`src/rtl/wave_ctrl.sv`:
```
// wave_ctrl: debounces four buttons and steps the waveform select, amplitude,
// period and prescale settings, with a prescaler phase and a restart strobe.
module wave_ctrl #(
  parameter logic [19:0] DEB_CYCLES = 20'd1000000
) (
  input  logic       clk,
  input  logic       rst,
  input  logic       btn_func,
  input  logic       btn_amp,
  input  logic       btn_peri,
  input  logic       btn_freq,
  output logic [2:0] func_cnt,
  output logic [2:0] amp_cnt,
  output logic [2:0] peri_cnt,
  output logic [2:0] freq_dy,
  output logic [2:0] peri_posedge,
  output logic [1:0] freq_sel
);
  typedef enum logic [1:0] {IDLE, CHK_PRESS, HELD, CHK_REL} deb_t;
  localparam logic [19:0] LAST = DEB_CYCLES - 20'd1;
  logic [3:0] w_btn;
  logic [3:0] w_press;
  logic [3:0] r_s1;
  logic [3:0] r_s2;
  logic       r_upd;
  assign w_btn = {btn_freq, btn_peri, btn_amp, btn_func};
  always_ff @(posedge clk) begin
    if (rst) begin
      r_s1 <= '0;
      r_s2 <= '0;
    end else begin
      r_s1 <= w_btn;
      r_s2 <= r_s1;
    end
  end
  for (genvar i = 0; i < 4; i++) begin : g_deb
    deb_t        r_st;
    logic [19:0] r_cnt;
    // press pulse is combinational so the setting lands on the FSM's HELD transition edge
    assign w_press[i] = (r_st == CHK_PRESS) && r_s2[i] && (r_cnt == LAST);
    always_ff @(posedge clk) begin
      if (rst) begin
        r_st  <= IDLE;
        r_cnt <= '0;
      end else begin
        case (r_st)
          IDLE: if (r_s2[i]) begin
            r_st  <= CHK_PRESS;
            r_cnt <= '0;
          end
          CHK_PRESS: if (!r_s2[i]) r_st <= IDLE;
            else if (r_cnt == LAST) r_st <= HELD;
            else r_cnt <= r_cnt + 20'd1;
          HELD: if (!r_s2[i]) begin
            r_st  <= CHK_REL;
            r_cnt <= '0;
          end
          CHK_REL: if (r_s2[i]) r_st <= HELD;
            else if (r_cnt == LAST) r_st <= IDLE;
            else r_cnt <= r_cnt + 20'd1;
          default: r_st <= IDLE;
        endcase
      end
    end
  end
  always_ff @(posedge clk) begin
    if (rst) begin
      func_cnt     <= '0;
      amp_cnt      <= '0;
      peri_cnt     <= '0;
      freq_sel     <= '0;
      freq_dy      <= '0;
      r_upd        <= 1'b0;
      peri_posedge <= '0;
    end else begin
      if (w_press[0]) func_cnt <= (func_cnt == 3'd4) ? 3'd0 : func_cnt + 3'd1;
      if (w_press[1]) amp_cnt <= {1'b0, amp_cnt[1:0] + 2'd1};
      if (w_press[2]) peri_cnt <= {1'b0, peri_cnt[1:0] + 2'd1};
      if (w_press[3]) freq_sel <= freq_sel + 2'd1;
      freq_dy      <= (w_press[3] || freq_dy == {1'b0, freq_sel}) ? 3'd0 : freq_dy + 3'd1;
      r_upd        <= w_press[0] | w_press[2] | w_press[3];
      peri_posedge <= {2'b00, r_upd};
    end
  end
endmodule

```
`config.mk`:
```
export PLATFORM = sky130hd
export DESIGN_NAME = wave_ctrl
export DESIGN_NICKNAME = d
export VERILOG_FILES = /design/src/rtl/wave_ctrl.sv
export SDC_FILE = /design/constraint.sdc
export NUM_CORES = 1
export LEC_CHECK = 0
export BUFFER_PORTS_ARGS = -buffer_cell sky130_fd_sc_hd__buf_2
export CAP_MARGIN = 10
export CORE_MARGIN = 2
export CORE_UTILIZATION = 40
export DETAILED_ROUTE_END_ITERATION = 16
export GPL_TIMING_DRIVEN = 0
export SYNTH_ARGS = -nofsm -noshare
export SYNTH_HDL_FRONTEND = slang
export SYNTH_SLANG_ARGS = --single-unit
export TNS_END_PERCENT = 10
```
`constraint.sdc`:
```
create_clock -name clk -period 2.3 [get_ports clk]
set_clock_uncertainty 0.2 [all_clocks]
set_input_delay 0.46 -clock clk [delete_from_list [all_inputs] [get_ports clk]]
set_output_delay 0.46 -clock clk [all_outputs]
set_load 0.05 [all_outputs]
```
==> results of run 1 <==
## area by class of cell
type,instances,share of cell area [%]
well taps,172,3.571
flip-flops and latches,110,36.60
clock buffers,10,3.965
clock inverters,6,1.100
multi-input cells,464,49.43
inverters,20,1.246
repair buffers,25,2.367
plain buffers,21,1.723
## metrics by stage
| step | util [%] | setup TNS, ps | setup slack [ps] | cell area, µm² | hold slack [ps] |
|---|---|---|---|---|---|
| after detailed placement | 43.63 | -6829 | -353.8 | 5550 | 226.1 |
| after global routing | 47.37 | -1280 | -165.8 | 6027 | 111.6 |
| final | 47.37 | 0 | 27.25 | 6027 | 110.9 |
| after CTS | 46.47 | -287.1 | -102.4 | 5912 | 104.7 |
| after global placement | 43.63 | -5694 | -363.5 | 5550 | 217.1 |
| after floorplan | - | 0 | 8.844 | 5245 | 213.8 |
## per-layer routing
| layer | vias to the layer above | part of all wire [%] | global-route usage (%) |
|---|---|---|---|
| met1 | 2130 | 49 | 22.20 |
| met3 | 11 | 2.2 | 3.137 |
| met2 | 44 | 47 | 26.12 |
| met4 | 0 | 1.3 | 6.845 |
| li1 | 2279 | - | - |
| met5 | - | 0 | 0 |
## placed cells by master (no fill, tap or decap), types with 14 or more instances in the layout
cell type                 synthesis  layout
sky130_fd_sc_hd__inv_1           20      20
sky130_fd_sc_hd__a21oi_1         38      38
sky130_fd_sc_hd__nor2b_1         15      15
sky130_fd_sc_hd__nand3_1         33      33
sky130_fd_sc_hd__o21ai_0         18      18
sky130_fd_sc_hd__nor2_1          70      69
sky130_fd_sc_hd__or3_1           14      14
sky130_fd_sc_hd__xnor2_1         39      39
sky130_fd_sc_hd__buf_2            3      19
sky130_fd_sc_hd__dfxtp_1        110     107
sky130_fd_sc_hd__nand2_1         49      49
sky130_fd_sc_hd__nand4_1         22      22
## path summary, 6_finish.rpt
check                                 startpoint                              end  slack [ps]
setup / recovery  g_deb[3].r_cnt[7]$_SDFFE_PP0P_  g_deb[3].r_cnt[15]$_SDFFE_PP0P_          30
hold / removal                          btn_freq               r_s1[3]$_SDFF_PP0_         110
hold reg to reg               r_s1[1]$_SDFF_PP0_               r_s2[1]$_SDFF_PP0_         240
setup reg to reg  g_deb[3].r_cnt[7]$_SDFFE_PP0P_  g_deb[3].r_cnt[15]$_SDFFE_PP0P_          30
## cell families after synthesis
kind of cell / Yosys count / share of synthesized area, %
other cells: 1 / 0.07165
simple gates: 295 / 30.79
fa+ha+maj: 7 / 1.673
xor+xnor: 53 / 8.869
flops: 110 / 42.08
compound gates: 100 / 11.88
mux: 5 / 1.052
buf+inv: 45 / 3.586
## state kept, by name, indices dropped and copies added (netlist names), named ones only
| register | flops |
|---|---|
| r_upd | 1 |
| r_s2 | 4 |
| peri_posedge | 1 |
| freq_dy | 3 |
| peri_cnt | 2 |
| amp_cnt | 2 |
| g_deb.r_st | 4 |
| r_s1 | 4 |
| g_deb.r_cnt | 80 |
| func_cnt | 3 |
| freq_sel | 2 |
## repair_timing
item,4_1_cts,5_1_grt
setup endpoints to repair,41,56
resized for setup,18,17
buffers inserted,0,7
endpoints found under the hold margin,0,0
pin swaps,1,3
## worst max-delay path, cell delays in order (launching register included)
cell and delay, ps:
sky130_fd_sc_hd__dfxtp_1 350, sky130_fd_sc_hd__or4b_4 580, sky130_fd_sc_hd__nor4_1 260, sky130_fd_sc_hd__buf_2 280, sky130_fd_sc_hd__a2111oi_2 140, sky130_fd_sc_hd__a31o_2 280
sky130_fd_sc_hd__a21oi_1 100
## power groups by stage
| stage | logic (W) | registers, W | clock network (W) |
|---|---|---|---|
| finish | 0.000113 | 0.00192 | 0.00161 |
| global route | 0.000124 | 0.00192 | 0.00174 |
| CTS | 0.000112 | 0.00192 | 0.00166 |
| detailed placement | 0.000109 | 0.00196 | 0 |
| global placement | 0.000109 | 0.00196 | 0 |
| floorplan | 0.0000777 | 0.00196 | 0 |
==> summary.txt, run 1 <==
STA
  – Maximum clock rate: 440.0 MHz
  – Unrepaired setup endpoints after global routing: yes
  – Hold violation count in the final report: 0
  – Final number of setup-violating endpoints: 0
  – Max-slew headroom at the worst pin: 46.89%
  – Slew of the pin with the lowest slew margin: 794.7 ps
  – Share of the clock period used by the worst path after layout: 98.82%
  – Post-route minimum period: 2273 ps
  – Max Slew Vio Count: 0

Synth
  – Netlist Area Pre-Place: 5234 µm²
  – Leading cell types by count after synthesis: 110 x sky130_fd_sc_hd__dfxtp_1, 70 x sky130_fd_sc_hd__nor2_1, 49 x sky130_fd_sc_hd__nand2_1
  – Dominant register cell in the synthesized netlist: sky130_fd_sc_hd__dfxtp_1
  – Syn_area_per_cell: 8.496 µm²
  – Distinct cell type count after synthesis: 55
  – Number of storage elements in the synthesis netlist: 110
  – Top cells by area, synth: sky130_fd_sc_hd__dfxtp_1 42%, sky130_fd_sc_hd__xnor2_1 6.5%, sky130_fd_sc_hd__nor2_1 5.0%
  – Post-synthesis cell type with the largest combined area: sky130_fd_sc_hd__dfxtp_1
  – Part of the Yosys area used for sequential elements: 42.08%
  – Proportion of register bits with asynchronous set or reset after synthesis: 0%
  – Number of enable flip-flop cells after synthesis: 0
  – Leading cell type by number of instances after synthesis: sky130_fd_sc_hd__dfxtp_1
  – Area fraction of the dominant cell type after synthesis: 42.08%
  – Number of cells produced by synthesis: 616
  – Number of warnings issued by yosys: 0

Floorplanning
  – Die ar.: 14020 µm²
  – Starting Density: 41.14%
  – Site row count: 41
  – Core region area: 12720 µm²
  – I/O pin count: 23
  – Die Span X: 118.4 µm
  – Die extent in y: 118.4 µm

Run
  – Max-cap violation count: 0

Worst setup path
  – Crit path launch type: flop
  – Critical path capture point type: flop
  – Critical path required time: 2370 ps
  – Worst EP arrival: 2350 ps
  – Class of the most critical setup path: flop to flop
  – Depth of the worst register-to-register path: 6
  – Max Fanout on Critical Path: 10

Global routing
  – Global-route wire length before repair: 19150 µm
  – Number of global-route vias before repair: 4109
  – Leftover overflow at the end of global routing: 0
  – Pin count of the biggest net entering global routing: 19
  – Global routing usage summed across all routing layers: 16.55%
  – Initial antenna violation count: 0

Placement
  – Post-detailed-placement half-perimeter wirelength: 8015 µm
  – Number of placed instances with taps included: 809
  – Routability congestion estimate from global placement: 0.8113
  – Port Buffers: 18

Clocking
  – Clock-pin slew of the registers on the worst-case setup and hold paths: 70 ps
  – Clock latency reported for the late side of the worst-skew pair: 350 ps
  – Clock buffer count from CTS: 9
  – Hold buffer count at CTS: 0
  – Number of clock sinks seen by CTS: 110
  – Deepest level of the CTS H-tree: 3
  – Max Buffers Root-to-Sink: 2
  – CTS tree: done
  – Cell at the root of the clock tree: sky130_fd_sc_hd__clkbuf_16

Detailed routing
  – Detailed-route wire length per cell: 13.77 µm
  – Post-detailed-routing wire length: 11400 µm
  – First DRT Iteration DRCs: 173
  – Residual DRC count: 0
  – Total number of vias: 4464
  – Detail-routed via count per cell: 5.391
  – Remaining antenna violation count after routing: 0
  – First-pass iteration count of the detailed router: 4

Hold path
  – Worst min-delay path class: primary input to flop
  – Cells on Worst Hold Path: 2

Power and ir drop
  – Sum of internal, switching and leakage power: 0.003639 W
  – Clock network power share: 44.2%
  – Internal cell power: 0.002819 W
  – Combinational power share: 3.1%
  – Sequential power share: 52.7%
  – Power density over the cells: 603.7 nW/µm²
  – Proportion of total power due to net switching: 22.53%
  – Switching power total: 0.0008196 W
  – Static leakage: 2.005 nW
  – IR Drop Worst-Case VDD: 0.0004729 V

Cells and area
  – Antenna diode count: 0
  – Total area of multi-input combinational cells: 2979 µm²
  – Area added between synthesis and finish: 15.16%
  – Fin cells: 828
  – Fill count: 1273
  – Area taken by flip-flops and latches: 2206 µm²
  – Nets: 664
  – Fraction of layout instances using a drive strength above 1: 13.87%

Run status
  – Result of the run: finished clean
Note: power is estimated with default switching activity, not from simulation.
==> inputs of run 2 (changes only) <==
--- a/config.mk
+++ b/config.mk
@@ -7,10 +7,14 @@
 export LEC_CHECK = 0
 export BUFFER_PORTS_ARGS = -buffer_cell sky130_fd_sc_hd__buf_2
 export CAP_MARGIN = 10
+export CELL_PAD_IN_SITES_DETAIL_PLACEMENT = 1
+export CELL_PAD_IN_SITES_GLOBAL_PLACEMENT = 1
 export CORE_MARGIN = 2
 export CORE_UTILIZATION = 40
+export CTS_BUF_LIST = sky130_fd_sc_hd__clkbuf_8
 export DETAILED_ROUTE_END_ITERATION = 16
 export GPL_TIMING_DRIVEN = 0
+export PLACE_DENSITY_LB_ADDON = 0.1
 export SYNTH_ARGS = -nofsm -noshare
 export SYNTH_HDL_FRONTEND = slang
 export SYNTH_SLANG_ARGS = --single-unit
==> run 2 against run 1 <==
- cell area up 0.15%
- setup slack worse by 16 ps
- critical endpoint is now freq_sel[1]$_SDFFE_PP0P_
- clock power is 30% lower
- critical path type unchanged
==> summary.txt, run 2 (synthesis gave the netlist of run 1 again) <==
Run status
  – Result of the run: finished clean

Floorplanning
  – I/O pin count: 23 (unchanged)
  – Die extent in y: 118.4 µm (unchanged)
  – Starting Density: 41.14% (unchanged)
  – Site row count: 41 (unchanged)
  – Core region area: 12720 µm² (unchanged)
  – Die ar.: 14020 µm² (unchanged)
  – Die Span X: 118.4 µm (unchanged)

Power and ir drop
  – IR Drop Worst-Case VDD: 0.0002859 V (-40%)
  – Power density over the cells: 523.3 nW/µm² (-13%)
  – Static leakage: 1.984 nW (-1.0%)

Worst setup path
  – Class of the most critical setup path: flop to flop
  – Critical path capture point type: flop
  – Max Fanout on Critical Path: 6 (-4)
  – Crit path launch type: flop
  – Worst EP arrival: 2410 ps (+60 ps)
  – Critical path required time: 2420 ps (+50 ps)

Run
  – Max-cap violation count: 0 (unchanged)

Cells and area
  – Fraction of layout instances using a drive strength above 1: 15.14% (+1.3 points)
  – Antenna diode count: 0 (unchanged)
  – Largest register by flop count: g_deb.r_cnt
  – Area added between synthesis and finish: 15.32%
  – Number of flip-flops under the largest register name: 80 (unchanged)
  – Leading cell type in the layout, fill and taps excluded: sky130_fd_sc_hd__dfxtp_1
  – Final std cell area, no fill: 6036 µm² (+0.15%)
  – Leading cell types in the layout, fill and taps excluded: 107 x sky130_fd_sc_hd__dfxtp_1, 69 x sky130_fd_sc_hd__nor2_1, 49 x sky130_fd_sc_hd__nand2_1
  – Nets: 662 (-0.30%)

Clocking
  – Max Buffers Root-to-Sink: 2 (unchanged)
  – Cell at the root of the clock tree: sky130_fd_sc_hd__clkbuf_8
  – Clock latency reported for the late side of the worst-skew pair: 390 ps (+40 ps)
  – Deepest level of the CTS H-tree: 3 (unchanged)
  – Clock-pin slew of the registers on the worst-case setup and hold paths: 110 ps (+40 ps)
  – Hold buffer count at CTS: 0 (unchanged)
  – CTS tree: done
  – Clock buffer count from CTS: 9 (unchanged)
  – Number of clock sinks seen by CTS: 110 (unchanged)

STA
  – Hold violation count in the final report: 0 (unchanged)
  – Post-route minimum period: 2289 ps (+15.91 ps)
  – Share of the clock period used by the worst path after layout: 99.51% (+0.69 points)
  – Maximum clock rate: 436.9 MHz (-0.70%)
  – Max-slew headroom at the worst pin: 53.79% (+6.9 points)
  – Unrepaired setup endpoints after global routing: yes
  – Sum Neg Setup Slack: 0 ps (unchanged)
  – Final number of setup-violating endpoints: 0 (unchanged)
  – Slew of the pin with the lowest slew margin: 688.6 ps (-106.1 ps)
  – Fin worst setup slack: 11.35 ps (-15.91 ps)
  – Max Slew Vio Count: 0 (unchanged)

Global routing
  – Pin count of the biggest net entering global routing: 18 (-1)
  – Leftover overflow at the end of global routing: 0 (unchanged)
  – Global routing usage summed across all routing layers: 19.94% (+3.4 points)
  – Number of global-route vias before repair: 4672 (+14%)
  – Global-route wire length before repair: 23010 µm (+20%)
  – Initial antenna violation count: 0 (unchanged)

Detailed routing
  – Post-detailed-routing wire length: 13610 µm (+19%)
  – Detailed-route wire length per cell: 16.47 µm (+20%)
  – Total number of vias: 4605 (+3.2%)
  – Remaining antenna violation count after routing: 0 (unchanged)
  – Residual DRC count: 0 (unchanged)
  – First-pass iteration count of the detailed router: 4 (unchanged)
  – First DRT Iteration DRCs: 205 (+18%)
  – Detail-routed via count per cell: 5.575 (+3.4%)

Placement
  – Placed instance area: 5550 µm² (unchanged)
  – Post-Place Worst Slack: -541.0 ps (-187.2 ps)
  – Post-detailed-placement half-perimeter wirelength: 9562 µm (+19%)
  – Port Buffers: 18 (unchanged)
  – Routability congestion estimate from global placement: 0.7858 (-3.1%)

Hold path
  – Worst min-delay path class: primary input to flop
## run 2: cell count changes in the layout (fill, tap and decap cells not counted), sizes merged
cell and change:
clkinv -3, bufinv -1, inv +1, clkbuf -4, clkinvlp +3, buf +2
## run 2: worst max-delay path, cell delays in order (launching register included)
cell                      delay [ps]
sky130_fd_sc_hd__dfxtp_2         370
sky130_fd_sc_hd__or4_4           590
sky130_fd_sc_hd__nor4_4          350
sky130_fd_sc_hd__nand4_4         220
sky130_fd_sc_hd__or3_1           360
sky130_fd_sc_hd__a21oi_1         130
## run 2: final timing paths
| kind | cells past startpoint | slack (ps) | start | end |
|---|---|---|---|---|
| hold / removal | 2 | 80 | btn_peri | r_s1[2]$_SDFF_PP0_ |
| hold reg to reg | 1 | 250 | r_s1[0]$_SDFF_PP0_ | r_s2[0]$_SDFF_PP0_ |
| setup reg to reg | 5 | 10 | g_deb[3].r_cnt[6]$_SDFFE_PP0P_ | freq_sel[1]$_SDFFE_PP0P_ |
| setup / recovery | 5 | 10 | g_deb[3].r_cnt[6]$_SDFFE_PP0P_ | freq_sel[1]$_SDFFE_PP0P_ |
## run 2: report_power, final
| part | internal (W) | switching (W) |
|---|---|---|
| registers | 0.00191 | 0.00000897 |
| logic | 0.0000284 | 0.0000900 |
| clock network | 0.000421 | 0.000698 |
| total | 0.00236 | 0.000797 |
## run 2: layer usage
metal	GRT usage, %	vias to the layer above	share of wire, %
li1	-	2271	-
met1	26.39	2286	49
met2	33.45	36	48
met3	2.365	12	1.6
met4	7.217	0	1.2
met5	0	-	0
## run 2: metrics by stage
stage	power [W]	hold slack [ps]	instances	utilization, %
after floorplan	0.002039	213.8	619	-
after global placement	0.002074	223.8	809	43.63
after detailed placement	0.002076	231.6	809	43.63
after CTS	0.003185	68.13	821	45.81
after global routing	0.003287	82.19	826	47.44
final	0.003158	76.63	826	47.44
## run 2: area by class of cell
class                           count  area, µm²
Buffer                             19      97.59
Clock buffer                       10      137.6
Clock inverter                      6      38.79
Fill cell                        1575       6686
Inverter                           20      75.07
Multi-Input combinational cell    464       3123
Sequential cell                   110       2206
Tap cell                          172      215.2
Timing Repair Buffer               25      142.6
## run 2: repair_timing
| item | CTS | global route |
|---|---|---|
| gates cloned | 0 | 0 |
| endpoints found under the setup margin | 56 | 54 |
| pin swaps | 1 | 6 |
| setup buffers | 0 | 7 |
| endpoints found under the hold margin | 0 | 0 |
| resized for setup | 27 | 31 |
